**src/rtl/seg_frame_loader.sv**
```systemverilog
// -----------------------------------------------------------------------------
// seg_frame_loader
//   Builds a 64-bit active-low 7-segment frame (8 digits, byte i = digit i,
//   {dp_n, g_n..a_n}) from a 32-bit hex value plus decimal-point and blank
//   masks. It hands the frame to the parallel-to-serial display shifter,
//   pulses start, and then follows the shifter's EN/finish line until the
//   frame has been shifted out.
//   A frame is requested by an update pulse or by the periodic refresh tick.
//
//   Optional build macro: SEG_FRAME_RAW_EN
//     When defined, ports raw_sel/raw_data are added. With raw_sel=1 at the
//     encode cycle, raw_data is loaded verbatim instead of the encoded frame.
// -----------------------------------------------------------------------------
module seg_frame_loader #(
    parameter int REFRESH_CYCLES = 1_000_000,  // 0 disables auto refresh
    parameter int START_WAIT     = 8           // cycles allowed for EN to fall
) (
    input  logic        clk,
    input  logic        rst,        // asynchronous, active-low
    input  logic [31:0] disp_data,
    input  logic [7:0]  point,
    input  logic [7:0]  blank,
    input  logic        update,
    input  logic        p2s_en,     // 1 = shifter idle, 0 = shifting
`ifdef SEG_FRAME_RAW_EN
    input  logic        raw_sel,
    input  logic [63:0] raw_data,
`endif
    output logic [63:0] pdata,
    output logic        start,
    output logic        busy,
    output logic        done,
    output logic        err
);

    // -------------------------------------------------------------------------
    // Local sizing
    // -------------------------------------------------------------------------
    localparam int RW = (REFRESH_CYCLES > 1) ? $clog2(REFRESH_CYCLES) : 1;
    localparam logic [RW-1:0] R_LAST =
        RW'((REFRESH_CYCLES > 0) ? (REFRESH_CYCLES - 1) : 0);

    localparam int WW = (START_WAIT > 1) ? $clog2(START_WAIT) : 1;
    localparam logic [WW-1:0] WAIT_LAST =
        WW'((START_WAIT > 0) ? (START_WAIT - 1) : 0);

    typedef enum logic [1:0] {
        ST_IDLE      = 2'd0,
        ST_START     = 2'd1,
        ST_WAIT_LOW  = 2'd2,
        ST_WAIT_HIGH = 2'd3
    } state_t;

    // -------------------------------------------------------------------------
    // Encoding helpers
    // -------------------------------------------------------------------------

    // Active-low segment pattern for one hex digit, decimal point off.
    function automatic logic [7:0] hex_to_seg(input logic [3:0] nib);
        logic [7:0] seg;
        case (nib)
            4'h0:    seg = 8'hC0;
            4'h1:    seg = 8'hF9;
            4'h2:    seg = 8'hA4;
            4'h3:    seg = 8'hB0;
            4'h4:    seg = 8'h99;
            4'h5:    seg = 8'h92;
            4'h6:    seg = 8'h82;
            4'h7:    seg = 8'hF8;
            4'h8:    seg = 8'h80;
            4'h9:    seg = 8'h90;
            4'hA:    seg = 8'h88;
            4'hB:    seg = 8'h83;
            4'hC:    seg = 8'hC6;
            4'hD:    seg = 8'hA1;
            4'hE:    seg = 8'h86;
            4'hF:    seg = 8'h8E;
            default: seg = 8'hFF;
        endcase
        return seg;
    endfunction

    // One digit byte: blank wins over the decimal point.
    function automatic logic [7:0] encode_digit(input logic [3:0] nib,
                                                input logic       dp,
                                                input logic       blk);
        logic [7:0] seg;
        seg = hex_to_seg(nib);
        if (blk) begin
            seg = 8'hFF;
        end else begin
            seg[7] = seg[7] & ~dp;
        end
        return seg;
    endfunction

    // Whole frame; digit 0 sits in the low byte so it is shifted out first.
    function automatic logic [63:0] encode_frame(input logic [31:0] data,
                                                 input logic [7:0]  dps,
                                                 input logic [7:0]  blks);
        logic [63:0] frame;
        frame = 64'hFFFF_FFFF_FFFF_FFFF;
        for (int i = 0; i < 8; i++) begin
            frame[8*i +: 8] = encode_digit(data[4*i +: 4], dps[i], blks[i]);
        end
        return frame;
    endfunction

    // -------------------------------------------------------------------------
    // Registers and combinational nets
    // -------------------------------------------------------------------------
    state_t          state_r;
    state_t          state_nx_s;
    logic [WW-1:0]   wait_cnt_r;
    logic [WW-1:0]   wait_cnt_nx_s;
    logic            pending_r;
    logic            pending_nx_s;
    logic [63:0]     pdata_r;
    logic            start_r;
    logic            busy_r;
    logic            done_r;
    logic            err_r;

    logic            refresh_wrap_s;
    logic            launch_s;
    logic            timeout_s;
    logic            finish_s;
    logic [63:0]     frame_s;

    // -------------------------------------------------------------------------
    // Refresh tick
    // -------------------------------------------------------------------------
    generate
        if (REFRESH_CYCLES > 0) begin : g_refresh
            logic [RW-1:0] refresh_cnt_r;

            // Free-running refresh counter; wraps after REFRESH_CYCLES cycles.
            always_ff @(posedge clk or negedge rst) begin
                if (!rst) begin
                    refresh_cnt_r <= {RW{1'b0}};
                end else if (refresh_cnt_r == R_LAST) begin
                    refresh_cnt_r <= {RW{1'b0}};
                end else begin
                    refresh_cnt_r <= refresh_cnt_r + 1'b1;
                end
            end

            assign refresh_wrap_s = (refresh_cnt_r == R_LAST);
        end else begin : g_no_refresh
            assign refresh_wrap_s = 1'b0;
        end
    endgenerate

    // -------------------------------------------------------------------------
    // Frame source selection
    // -------------------------------------------------------------------------

    // Frame that would be latched if an encode happened this cycle.
    always_comb begin
        frame_s = encode_frame(disp_data, point, blank);
`ifdef SEG_FRAME_RAW_EN
        if (raw_sel) begin
            frame_s = raw_data;
        end else begin
            frame_s = encode_frame(disp_data, point, blank);
        end
`endif
    end

    // -------------------------------------------------------------------------
    // Control FSM
    // -------------------------------------------------------------------------

    // Next-state, wait counter and event decode for the frame handshake.
    always_comb begin
        state_nx_s    = state_r;
        wait_cnt_nx_s = wait_cnt_r;
        launch_s      = 1'b0;
        timeout_s     = 1'b0;
        finish_s      = 1'b0;
        case (state_r)
            ST_IDLE: begin
                // A request seen while the shifter is busy stays pending.
                if ((pending_r | update) & p2s_en) begin
                    launch_s   = 1'b1;
                    state_nx_s = ST_START;
                end else begin
                    state_nx_s = ST_IDLE;
                end
            end
            ST_START: begin
                wait_cnt_nx_s = {WW{1'b0}};
                state_nx_s    = ST_WAIT_LOW;
            end
            ST_WAIT_LOW: begin
                if (!p2s_en) begin
                    state_nx_s = ST_WAIT_HIGH;
                end else if (wait_cnt_r == WAIT_LAST) begin
                    // Shifter never acknowledged the start: give up.
                    timeout_s  = 1'b1;
                    state_nx_s = ST_IDLE;
                end else begin
                    wait_cnt_nx_s = wait_cnt_r + 1'b1;
                end
            end
            ST_WAIT_HIGH: begin
                if (p2s_en) begin
                    finish_s   = 1'b1;
                    state_nx_s = ST_IDLE;
                end else begin
                    state_nx_s = ST_WAIT_HIGH;
                end
            end
            default: begin
                state_nx_s = ST_IDLE;
            end
        endcase
    end

    // Request coalescing: any number of requests collapse into one frame.
    always_comb begin
        if (launch_s) begin
            pending_nx_s = 1'b0;
        end else begin
            pending_nx_s = pending_r | update | refresh_wrap_s;
        end
    end

    // State register and wait counter.
    always_ff @(posedge clk or negedge rst) begin
        if (!rst) begin
            state_r    <= ST_IDLE;
            wait_cnt_r <= {WW{1'b0}};
        end else begin
            state_r    <= state_nx_s;
            wait_cnt_r <= wait_cnt_nx_s;
        end
    end

    // Pending request flag.
    always_ff @(posedge clk or negedge rst) begin
        if (!rst) begin
            pending_r <= 1'b0;
        end else begin
            pending_r <= pending_nx_s;
        end
    end

    // Frame register: loaded only at the encode cycle, held otherwise.
    always_ff @(posedge clk or negedge rst) begin
        if (!rst) begin
            pdata_r <= 64'hFFFF_FFFF_FFFF_FFFF;
        end else if (launch_s) begin
            pdata_r <= frame_s;
        end else begin
            pdata_r <= pdata_r;
        end
    end

    // Registered status outputs, decoded from the next state so they line
    // up exactly with the state register.
    always_ff @(posedge clk or negedge rst) begin
        if (!rst) begin
            start_r <= 1'b0;
            busy_r  <= 1'b0;
            done_r  <= 1'b0;
            err_r   <= 1'b0;
        end else begin
            start_r <= (state_nx_s == ST_START);
            busy_r  <= (state_nx_s != ST_IDLE);
            done_r  <= finish_s;
            err_r   <= err_r | timeout_s;
        end
    end

    assign pdata = pdata_r;
    assign start = start_r;
    assign busy  = busy_r;
    assign done  = done_r;
    assign err   = err_r;

endmodule

```
**config.mk**
```make
export PLATFORM = sky130hd
export DESIGN_NAME = seg_frame_loader
export DESIGN_NICKNAME = d
export VERILOG_FILES = /design/src/rtl/seg_frame_loader.sv
export SDC_FILE = /design/constraint.sdc
export NUM_CORES = 1
export LEC_CHECK = 0
export ABC_AREA = 0
export CAP_MARGIN = 10
export CORE_MARGIN = 2
export CORE_UTILIZATION = 52
export DETAILED_ROUTE_END_ITERATION = 10
export GPL_TIMING_DRIVEN = 0
export HOLD_SLACK_MARGIN = 0.03
export PLACE_DENSITY = 0.79
export SYNTH_ARGS = -nofsm -noshare
export SYNTH_HDL_FRONTEND = slang
export SYNTH_SLANG_ARGS = --single-unit
```
**constraint.sdc**
```tcl
create_clock -name clk -period 1.8 [get_ports clk]
set_input_delay 0.36 -clock clk [delete_from_list [all_inputs] [get_ports clk]]
set_output_delay 0.36 -clock clk [all_outputs]
set_load 0.02 [all_outputs]
```
==> results.md, run 1 <==
Status:
- The flow ran to the end, and the final reports show no timing, DRC or antenna violations.

Global route:
- The sum of overflow across all layers after global routing is 0.
- The first-pass GRT wire length is roughly 24000 µm.
- Across every metal layer, demand over resource in global routing totals 0.236.
- The number of global-route vias before repair is 5076.
- The initial antenna violation count was 0.
- Entering global routing, the biggest net connects 57 pins.

Route:
- The average vias per placed instance is ~5.5.
- In this run the remaining antenna-violating nets after routing total 0.
- The average detailed-routed wire length per instance is between 15 and 20 µm.
- The final route contains about 4900 vias.
- The routed wire length is about 14000 µm.
- In the routed design, unresolved DRC markers number 0.
- The pre-antenna-repair detailed-routing pass consisted of 5 iterations.
- The count of routing violations after the opening detailed-route iteration is 261.

Min path:
- Counting instances, the worst hold path has a depth of 3.
- The path with the worst hold slack has its endpoint at pdata[51].
- The startpoint identified for the worst hold timing path is blank[6].
- The worst hold-check path type is primary input to flip-flop.

Timing:
- The post-route fraction of the period consumed by the critical path is 0.938.
- Measured against its own limit, the worst slew margin works out to 0.656.
- The slew of the pin with the lowest slew margin is 516 ps.
- The clock tree skew after final layout is around 5.7 ps.
- The worst path in the final design needs a cycle of ~1700 ps, including I/O delays and setup.
- Hold timing on the final database bottoms out at a slack of between 300 and 400 ps.
- The number of pins exceeding their max-slew limit in the final report is 0.
- The number of endpoints with negative hold slack in the final report came to 0.
- Setup repair after global routing left no endpoint under its margin.
- Setup violations remaining at the end of the flow were counted as 0.
- The worst setup slack after layout is 111 ps.
- The maximum operating frequency is just under 600 MHz.

Clock tree:
- The H-tree was split into 3 levels.
- The clock sink total is 94.
- No sink is reached through more buffers than the 2 on the longest clock path.
- The buffer cell driving the clock tree root is sky130_fd_sc_hd__clkbuf_16.
- Once the clock tree was built, the setup fixing pass inserted 0 buffers.
- Buffers inserted during clock tree synthesis total 9.
- Clock-pin slew was measured on the worst setup and hold paths at approximately 60 ps.
- The later-pin clock latency in the skew report is about 350 ps.
- The CTS tree is built.

Critical path:
- The most common cell type on the critical path is sky130_fd_sc_hd__inv_1.
- Measured in cells, the most critical reg-to-reg path has a length of 6.
- The critical path is of the primary input to flip-flop type.
- The cell with the largest stage delay on the worst path is sky130_fd_sc_hd__clkdlybuf4s50_1.
- The signal on the critical path passes through clkdlybuf4s50_1, inv_1, ha_1, inv_1, mux4_2, nor2_1, o21ai_0.
- In this run the worst path has a maximum fanout of 5.
- On the worst path, the slowest cell contributes a delay of between 500 and 600 ps.
- The kind of cell with the highest combined delay along the critical path is buffers and inverters.
- The category of the worst setup path capture point is a flip-flop.
- The worst register-to-register path begins at state_r[1].
- In this run the critical register-to-register path is captured at pdata[13].
- Counting both buffers and inverters, the worst setup path holds a total of 3.
- The critical path launch point type is a primary input.
- The register-to-register path setup slack is about 180 ps.
- The data required time of the worst path is 2070 ps.
- STA puts the critical path data arrival time at 1960 ps.

Yosys:
- The combined area of all synthesized cells is ~0.0059 mm².
- Counting flops with a built-in enable in the synthesized netlist gives 0.
- After synthesis, the cell types taking the most area are sky130_fd_sc_hd__dfstp_2 (28%), sky130_fd_sc_hd__dfrtp_1 (13%), sky130_fd_sc_hd__ha_1 (11%).
- The number of nets produced by synthesis is 731.
- The area share of the largest cell type after synthesis is 0.283.
- The number of different library cells used by synthesis comes to 52.
- After synthesis, the share of flip-flops with an asynchronous set or reset is 1.00.
- The Yosys step of the flow raised 0 warnings.
- The number of register bits inferred by synthesis is 94.
- In the synthesized netlist the dominant register cell turns out to be sky130_fd_sc_hd__dfstp_2.
- A synthesized cell averages approximately 9.5 µm².
- The largest total area in the synthesized netlist belongs to sky130_fd_sc_hd__dfstp_2.
- After technology mapping, the gate count stands at 628.
- The sequential element share of the synthesized area is 0.409.

Floorplan:
- In this run the horizontal extent of the chip is between 100 and 150 µm.
- The floorplan step defined a die boundary enclosing 0.0123 mm².
- The die is ~110 µm tall.
- The region available for standard cell placement spans between 0.01 and 0.015 mm².
- The cell row count is 39.
- For this configuration, the core starts out at a cell density of 0.527.
- Pin placement for this block handled 120 I/O pins.

Cells and area:
- For this run, the number of standard cells in the final layout without fillers is 898.
- The share of post-route cells with drive strength above 1 is 0.189.
- The net count of the finished layout is ~850.
- From synthesis to final layout, the design area changed by 27.1%.
- Once layout is complete, the utilization of the core stands at 0.670.
- The number of antenna cells inserted is 0.
- The top cell types in the final layout, fill and taps aside, are sky130_fd_sc_hd__nand2_1 (78), sky130_fd_sc_hd__o21ai_0 (67), sky130_fd_sc_hd__dlygate4sd2_1 (65), sky130_fd_sc_hd__dfstp_2 (64), sky130_fd_sc_hd__nor2_1 (62).
- The library cell used most frequently in the layout, excluding fill and tap cells, is sky130_fd_sc_hd__nand2_1.

Placement:
- Routability-driven placement finished with a final weighted congestion of approximately 0.95.
- The detailed-placement wirelength estimate is around 10000 µm.
- Timing analysis after detailed placement gives a worst setup slack of -409 ps.
- The count of buffers added on input and output ports is around 110.
- The number of placed cells counting well taps is 881.

Power:
- Summed over all cells, the static leakage comes to about 0.0037 µW.
- The worst ir drop on vdd is 0.962 mV.
- Power spread over the standard cell area amounts to between 1000 and 1500 mW/mm².

Flow run:
- The number of maximum-capacitance constraint violations is 0.
routing by layer:
layer | wire length [µm] | vias to the layer above | GRT usage
li1 | - | 2434 | -
met1 | 5900 | 2364 | 0.295
met2 | 6930 | 121 | 0.407
met3 | 674 | 19 | 0.0508
met4 | 259 | 0 | 0.0783
met5 | 0 | - | 0
what timing repair did:
item / 4_1_cts / 5_1_grt
resized for setup: 66 / 20
cloned: 0 / 0
hold endpoints to repair: 22 / 0
hold buffers: 1 / 0
endpoints found under the setup margin: 84 / 28
pin swaps: 0 / 0
worst register-to-register path, stage by stage (launching register included):
cell and delay [ps]:
sky130_fd_sc_hd__dfrtp_1 350, sky130_fd_sc_hd__buf_2 170, sky130_fd_sc_hd__nor2_2 180, sky130_fd_sc_hd__o211ai_4 160
sky130_fd_sc_hd__clkbuf_4 250, sky130_fd_sc_hd__clkbuf_2 210, sky130_fd_sc_hd__o21ai_0 220
logic make-up after synthesis:
logic type	Yosys count	share of synthesized area
simple gates	212	0.177
compound gates	147	0.154
flops	94	0.409
buf+inv	71	0.0489
fa+ha+maj	51	0.107
mux	39	0.0828
xor+xnor	14	0.0206
power by group:
| part | switching [µW] | internal, µW | total, µW |
|---|---|---|---|
| combinational | 2260 | 1400 | 3650 |
| sequential | 432 | 3400 | 3840 |
| clock | 776 | 1270 | 2050 |
| total | 3470 | 6070 | 9540 |
cell usage after synthesis (4+ instances only):
cell type and n:
sky130_fd_sc_hd__nand2_1 78, sky130_fd_sc_hd__o21ai_0 67, sky130_fd_sc_hd__dfstp_2 64, sky130_fd_sc_hd__nor2_1 62, sky130_fd_sc_hd__ha_1 51, sky130_fd_sc_hd__dfrtp_1 30, sky130_fd_sc_hd__inv_1 30, sky130_fd_sc_hd__a211oi_1 22
sky130_fd_sc_hd__mux2i_1 21, sky130_fd_sc_hd__a21oi_1 19, sky130_fd_sc_hd__buf_2 19, sky130_fd_sc_hd__nor2b_1 18, sky130_fd_sc_hd__clkbuf_1 16, sky130_fd_sc_hd__a221oi_1 14, sky130_fd_sc_hd__mux2_2 11, sky130_fd_sc_hd__nor3_1 11
sky130_fd_sc_hd__xor2_1 8, sky130_fd_sc_hd__a31o_2 7, sky130_fd_sc_hd__and3_1 7, sky130_fd_sc_hd__mux4_2 7, sky130_fd_sc_hd__buf_1 6, sky130_fd_sc_hd__xnor2_1 6, sky130_fd_sc_hd__o21ai_1 5, sky130_fd_sc_hd__nand2b_1 4
sky130_fd_sc_hd__nand4_1 4
layout make-up:
cell class,instances,area (µm²)
inverter,30,113
timing repair buffer,111,1080
clock inverter,2,35.0
sequential,94,2430
multi-input combinational,463,3230
clock buffer,14,295
tap,143,179
buffer,41,183
fill,881,3720
flip-flops by register name, summed over array words and instances, names as in the netlist:
signal                   flops
state_r                      2
wait_cnt_r                   3
pdata                       64
g_refresh.refresh_cnt_r     20
err                          1
busy                         1
pending_r                    1
start                        1
done                         1
how the worst max path moves through the flow:
stage / from / endpoint / slack, ps / cells past startpoint
2_1_floorplan: g_refresh.refresh_cnt_r[0] / pending_r / 370 / 6
3_3_place_gp: rst / g_refresh.refresh_cnt_r[9] / -2880 / 1
3_5_place_dp: update / pdata[13] / -410 / 5
4_1_cts: disp_data[0] / pdata[3] / 0.08 / 7
5_1_grt: disp_data[13] / pdata[27] / 10 / 7
6_report: disp_data[13] / pdata[27] / 110 / 7
through the flow:
stage,total power [µW],setup TNS (ps),cell area [µm²]
floorplan,6010,0,5940
global placement,7920,-222810,7210
detailed placement,8070,-21740,7240
CTS,9630,0,7500
global route,10100,0,7550
finish,9540,0,7550
(Power assumes the default switching activity.)
==> inputs of run 2 (changes only) <==
Settings changed: SLEW_MARGIN set to 40.
==> run 2 against run 1 <==
Sequential share of layout area about the same. Clock power about the same. Core utilization about the same. Power increased by 0.45%. Hold slack got worse by 13 ps. Global-route usage decreased by 0.33 points. Non-clock buffer count unchanged. Critical endpoint is now pdata[40].
==> results.md, run 2 (same netlist as run 1, synthesis figures left out) <==
Critical path:
- The worst register-to-register path begins at state_r[1].
- The category of the worst setup path capture point is a flip-flop.
- Data on the critical path is required at its endpoint by 2060 ps.
- The critical path launch point type is a primary input.
- The endpoint identified for the worst register-to-register timing path is pdata[10].
- The classification of the worst setup path is primary input to flip-flop.
- The data arrival time of the critical path is approximately 2000 ps.
- The number of cells traversed by the worst register-to-register path is 6.
- Of all nets on the critical path, the largest fanout is 6.
- The setup check on the worst reg-to-reg path leaves a slack of between 150 and 200 ps.

Clock tree:
- The clock-pin slew of the registers on the worst-case setup and hold paths is about 70 ps.
- CTS placed an instance of sky130_fd_sc_hd__clkbuf_16 at the clock tree root.
- The clock sink total is 94.
- The CTS tree is built.
- The maximum buffer depth of the clock tree is 2.
- The later pin in the worst-skew pair is clocked with a latency of 350 ps.
- The number of CTS-inserted buffers is 9.
- The depth of the CTS H-tree is 3.
- The buffer count from post-CTS setup fixing is 0.

Floorplan:
- 120 I/O pins were placed.
- For this configuration, the core starts out at a cell density of 0.527.
- The cell row count is 39.
- From bottom edge to top edge, the die measures about 110 µm.
- The area enclosed by the die boundary is 0.0123 mm².
- The core region is ~0.011 mm².
- The horizontal die dimension is approximately 110 µm.

Placement:
- Routability-driven placement finished with a final weighted congestion of 0.950.
- The setup slack after placement is -413 ps.
- After detailed placement, the total cell area comes to around 0.0072 mm².
- The wire-length estimate of the detail-placed layout is about 10000 µm.
- Buffers placed on the I/O ports in this run total about 110.

Route:
- The total number of vias is 5020.
- After detailed routing, the average wire length per cell comes to roughly 15 µm.
- The remaining routing DRC violations is 0.
- The count of nets left with antenna violations once routing finished came out at 0.
- Dividing the detail-routed via count by the number of cells gives about 5.6.
- The number of detailed-routing iterations run before antenna repair is 5.
- The first routing iteration left approximately 230 violations.
- The routed wire length is 13900 µm.

Power:
- The sequential cell fraction of total power is 0.401.
- Of the total power, the share spent switching nets is 0.366.
- The share of power burned in combinational logic is 0.383.
- The cell leakage power is between 0.003 and 0.004 µW.
- Dividing total power by cell area gives a power density of about 1300 mW/mm².
- The net switching power figure is ~3500 µW.
- The cell-internal power is a little over 6000 µW.
- The clock network power share is 0.217.
- The power after layout is between 9000 and 10000 µW.
- Across the VDD grid, the largest voltage drop is 0.927 mV.

Global route:
- The aggregate global-route resource usage is 0.233.
- The first-pass GRT wire length is ~24000 µm.
- The maximum number of pins on one net before global-route repair is 57.
- The number of global-route vias before repair is 5010.
- The initial antenna violation count was 1.
- The sum of overflow across all layers after global routing is 0.

Cells and area:
- In the final layout, the share of cells above drive strength 1 is 0.188.
- The library cells used most frequently in the layout, excluding fill and tap cells, are sky130_fd_sc_hd__nand2_1 (78), sky130_fd_sc_hd__o21ai_0 (67), sky130_fd_sc_hd__dlygate4sd2_1 (65), sky130_fd_sc_hd__dfstp_2 (64), sky130_fd_sc_hd__nor2_1 (62).
- The most common library cell in the layout ignoring fill and taps is sky130_fd_sc_hd__nand2_1.
- The net count of the finished layout is roughly 850.
- The area added between synthesis and finish is 27.0%.
- The area of all placed cells without fillers is between 0.007 and 0.008 mm².
- The register with the most flip-flops in the layout has 64 of them.

Timing:
- The remaining max-slew budget at the tightest pin is 0.727.
- The final setup violation count is 0.
- The worst setup slack after layout is 92.3 ps.
- Dividing the final minimum period by the clock period gives 0.949.
- The number of endpoints with negative hold slack in the final report was 0.
- Setup repair after global routing left no endpoint under its margin.
- Between clock sinks in the finished design, the worst skew comes to around 9.6 ps.
- The maximum operating frequency is 586 MHz.
- The number of pins exceeding their max-slew limit in the final report is 0.
- At the pin with the least slew margin, the transition time is just over 400 ps.
- Subtracting the final worst setup slack from the clock period gives ~1700 ps.

Min path:
- The worst hold path stage count is 3.
- The worst hold path startpoint is blank[6].
- For hold timing, the worst endpoint is pdata[51].
- The worst hold-check path type is primary input to flip-flop.

Flow run:
- The number of maximum-capacitance constraint violations is 0.

Status:
- The flow ran to the end, and the final reports show no timing, DRC or antenna violations.
[run 2: cell count changes in the layout (fill, tap and decap cells not counted), sizes merged]
cell | before | now
dlymetal6s2s | 14 | 13
diode | 0 | 1
clkdlybuf4s50 | 29 | 30
[run 2: worst max path at each step]
stage                                    start                         end
CTS                               disp_data[0]                    pdata[3]
finish                           disp_data[21]                   pdata[40]
floorplan           g_refresh.refresh_cnt_r[0]                   pending_r
global placement                           rst  g_refresh.refresh_cnt_r[9]
global route                     disp_data[21]                   pdata[40]
detailed placement                      update                   pdata[10]
[run 2: cell type report]
type	instances	area, µm²
clock inverters	2	35.0
fillers	895	3720
diodes	1	2.50
clock buffers	14	295
well taps	143	179
flip-flops and latches	94	2430
multi-input cells	463	3230
plain buffers	41	183
repair buffers	111	1080
inverters	30	113
[run 2: routing by layer]
| metal | routed length [µm] | track usage | part of all wire | vias to the layer above |
|---|---|---|---|---|
| met5 | 0 | 0 | 0 | - |
| met4 | 298 | 0.0858 | 0.022 | 0 |
| met3 | 808 | 0.0514 | 0.058 | 20 |
| met2 | 6880 | 0.400 | 0.50 | 158 |
| met1 | 5870 | 0.288 | 0.42 | 2406 |
| li1 | - | - | - | 2436 |
[run 2: power groups by stage]
stage               sequential (µW)  clock (µW)  combinational [µW]
floorplan                      4800           0                1210
global placement               3860           0                4050
detailed placement             3890           0                4190
CTS                            3850        2100                3700
global route                   3950        2200                4010
finish                         3840        2080                3670
[run 2: worst max-delay path: stages]
cell                              delay (ps)
sky130_fd_sc_hd__clkdlybuf4s50_1         570
sky130_fd_sc_hd__inv_1                   120
sky130_fd_sc_hd__ha_1                    260
sky130_fd_sc_hd__mux2_2                  290
sky130_fd_sc_hd__a211oi_1                260
sky130_fd_sc_hd__o21ai_0                 120
[run 2: repair_timing]
item / CTS / global route
endpoints found under the setup margin: 84 / 30
gates resized for setup: 66 / 18
hold buffers: 1 / 0
endpoints found under the hold margin: 22 / 0
[run 2: per-stage QoR]
stage	cells	TNS, ps	utilization	hold slack, ps
floorplan	628	0	-	64.4
global placement	880	-222810	0.640	451
detailed placement	881	-21690	0.642	291
CTS	898	0	0.666	373
global route	899	0	0.670	407
finish	899	0	0.670	380
==> inputs of run 3 (changes only) <==
Settings changed: GPL_TIMING_DRIVEN 0 to not set, SLEW_MARGIN 40 to not set.
==> run 3 against run 2 <==
Via count rose by 1.6%. Clock skew is 4.2 ps lower. Core utilization grew 3.9 points. Critical path type unchanged. Non-clock buffer count is 36 higher.
==> results.md, run 3 (same netlist as run 1, synthesis figures left out) <==
Critical path:
- The most common cell type on the critical path is sky130_fd_sc_hd__inv_1.
- On the critical path, the stage with the largest delay is an instance of sky130_fd_sc_hd__clkdlybuf4s50_1.
- Counting both buffers and inverters, the worst setup path holds a total of 3.
- The category of the worst setup path capture point is a flip-flop.
- For this run, the slowest stage of the critical path takes about 500 ps.
- The data arrival time of the critical path is approximately 1900 ps.
- The worst setup path is launched from a primary input.
- The classification of the worst setup path is primary input to flip-flop.
- Traced cell by cell, the critical path runs through clkdlybuf4s50_1, inv_1, ha_1, inv_1, mux4_2, nor2_1, o21ai_0.
- Along the worst path, the maximum fanout reaches 3.
- Data on the critical path is required at its endpoint by 2070 ps.
- The cell family contributing the most delay on the critical path is buffers and inverters.

Timing:
- The clock tree skew after final layout is 5.42 ps.
- The number of pins exceeding their max-slew limit in the final report is 0.
- The worst setup slack after layout is 123 ps.
- Setup violations remaining at the end of the flow were counted as 0.
- The remaining max-slew budget at the tightest pin is 0.680.
- Based on the critical path, the design can be clocked at up to between 500 and 600 MHz.
- The number of endpoints with negative hold slack in the final report was 0.
- The minimum clock period is between 1500 and 2000 ps.
- Setup repair after global routing left no endpoint under its margin.
- At the pin with the least slew margin, the transition time is 479 ps.
- The worst hold slack after final layout is ~460 ps.
- The post-route fraction of the period consumed by the critical path is 0.931.

Status:
- The run finished with clean final reports.

Floorplan:
- The placeable core region is between 0.01 and 0.015 mm².
- The total I/O pin count is 120.
- The die outline height is approximately 110 µm.
- The cell row count is 39.
- The die covers 0.0123 mm².
- The initial core utilization is 0.527.
- The horizontal die dimension is approximately 110 µm.

Global route:
- For this run, the total global-route usage over all layers was measured as 0.237.
- The met3 capacity usage during global routing is 0.0470.
- The number of global-route vias before repair is between 5000 and 6000.
- The met2 routing resource usage after global routing is 0.411.
- Entering global routing, the biggest net connects just over 60 pins.
- In the global route stage, met1 resource usage came out at 0.295.
- The layer with the highest usage after global routing is met2.
- The initial antenna violation count is 0.
- The first-pass GRT wire length is around 24000 µm.
- The sum of overflow across all layers after global routing is 0.

Route:
- The final layout contains routed wiring with a total length of about 14000 µm.
- The number of detailed-routing iterations run before antenna repair is 5.
- The average detailed-routed wire length per instance is approximately 15 µm.
- Across all layers, the routed design uses 5098 vias.
- The count of routing violations after the opening detailed-route iteration is roughly 270.
- The remaining routing DRC violations is 0.
- The average vias per placed instance is between 5 and 6.
- The number of nets still failing antenna checks after routing is 0.

Clock tree:
- Buffers added to address setup during post-CTS repair amount to 0.
- The CTS tree is built.
- CTS placed an instance of sky130_fd_sc_hd__clkbuf_16 at the clock tree root.
- The later pin in the worst-skew pair is clocked with a latency of between 300 and 400 ps.
- The clock drives between 90 and 100 sinks.
- The depth of the CTS H-tree is 3.
- The maximum buffer depth of the clock tree is 2.
- The number of CTS-inserted buffers is 9.
- Clock-pin slew was measured on the worst setup and hold paths at about 70 ps.

Cells and area:
- The most common library cell in the layout ignoring fill and taps is sky130_fd_sc_hd__nand2_1.
- In the final layout, flip-flops and latches occupy approximately 0.0024 mm².
- Relative to the synthesized area, the layout overhead comes to 34.4%.
- The total area of multi-input combinational cells is about 0.0032 mm².
- Measured on the finished design, the core utilization comes to 0.708.
- The flip-flop count of the largest register, all copies and words added is 64.
- After the last flow step, the layout net total stands at around 900.
- Summing all non-filler instances in the final layout gives an area of 0.00798 mm².
- In the layout the commonest cells are sky130_fd_sc_hd__nand2_1 (78), sky130_fd_sc_hd__o21ai_0 (67), sky130_fd_sc_hd__buf_4 (65), sky130_fd_sc_hd__dlygate4sd2_1 (64), sky130_fd_sc_hd__dfstp_2 (64).
- The finished layout holds about 930 standard cells, fillers aside.
- After filler insertion, the fill cell instance count of the layout stands at between 800 and 900.
- The number of antenna cells inserted is 0.
- The share of post-route cells with drive strength above 1 is 0.239.

Min path:
- The path class of the tightest hold or removal check is flip-flop to flip-flop.

Power:
- The worst ir drop on vdd is between 0.7 and 0.8 mV.
- For this design the ratio of total power to cell area is 1230 mW/mm².
- The cell leakage power is between 0.003 and 0.004 µW.

Placement:
- Input and output buffers added on the ports amount to 119.
- The detailed-placement wirelength estimate is approximately 11000 µm.
- The number of placed cells counting well taps is 917.
- The weighted congestion reported at the end of routability-driven placement is 0.936.
- The setup slack after placement is -218 ps.
- After detailed placement, the total cell area comes to 0.00770 mm².

Flow run:
- The number of maximum-capacitance constraint violations is 0.
run 3: timing repair:
action                     4_1_cts  5_1_grt
setup endpoints to repair       64        3
gates resized for setup         64        1
hold endpoints to repair        18        0
hold buffers                     1        0
run 3: worst register-to-register path, delay by kind of cell, from the launching register on:
family          cells  cell delay (ps)
fa+ha+maj           1              220
compound gates      1              160
simple gates        3              790
flops               1              390
run 3: layer usage:
metal	vias to the layer above	wire [µm]
li1	2499	-
met1	2458	5990
met2	118	7090
met3	23	669
met4	0	288
met5	-	0
run 3: path summary, 6_finish.rpt:
kind | from | endpoint | slack (ps) | depth (start not counted)
max | disp_data[9] | pdata[19] | 120 | 7
min | pdata[30] | pdata[30] | 460 | 2
max reg2reg | g_refresh.refresh_cnt_r[0] | pending_r | 200 | 5
min reg2reg | pdata[30] | pdata[30] | 460 | 2
max in group asynchronous | rst | pdata[57] | 700 | 3
min in group asynchronous | rst | g_refresh.refresh_cnt_r[19] | 500 | 2
run 3: through the flow:
| stage | total power (µW) | TNS (ps) |
|---|---|---|
| floorplan | 6010 | 0 |
| global placement | 8020 | -1920 |
| detailed placement | 8170 | -3860 |
| CTS | 9940 | 0 |
| global route | 10500 | 0 |
| finish | 9850 | 0 |
run 3: final cells by class:
class                   instances  area share
clock inverters                 6      0.0144
repair buffers                188       0.210
clock buffers                  10      0.0299
multi-input cells             463       0.404
well taps                     143      0.0224
inverters                      30      0.0141
flip-flops and latches         94       0.305
run 3: power by group:
group          switching (µW)  internal [µW]  leakage [µW]
sequential                453           3400       0.00106
combinational            2220           1490       0.00258
clock                     881           1410      0.000170
total                    3550           6300       0.00381
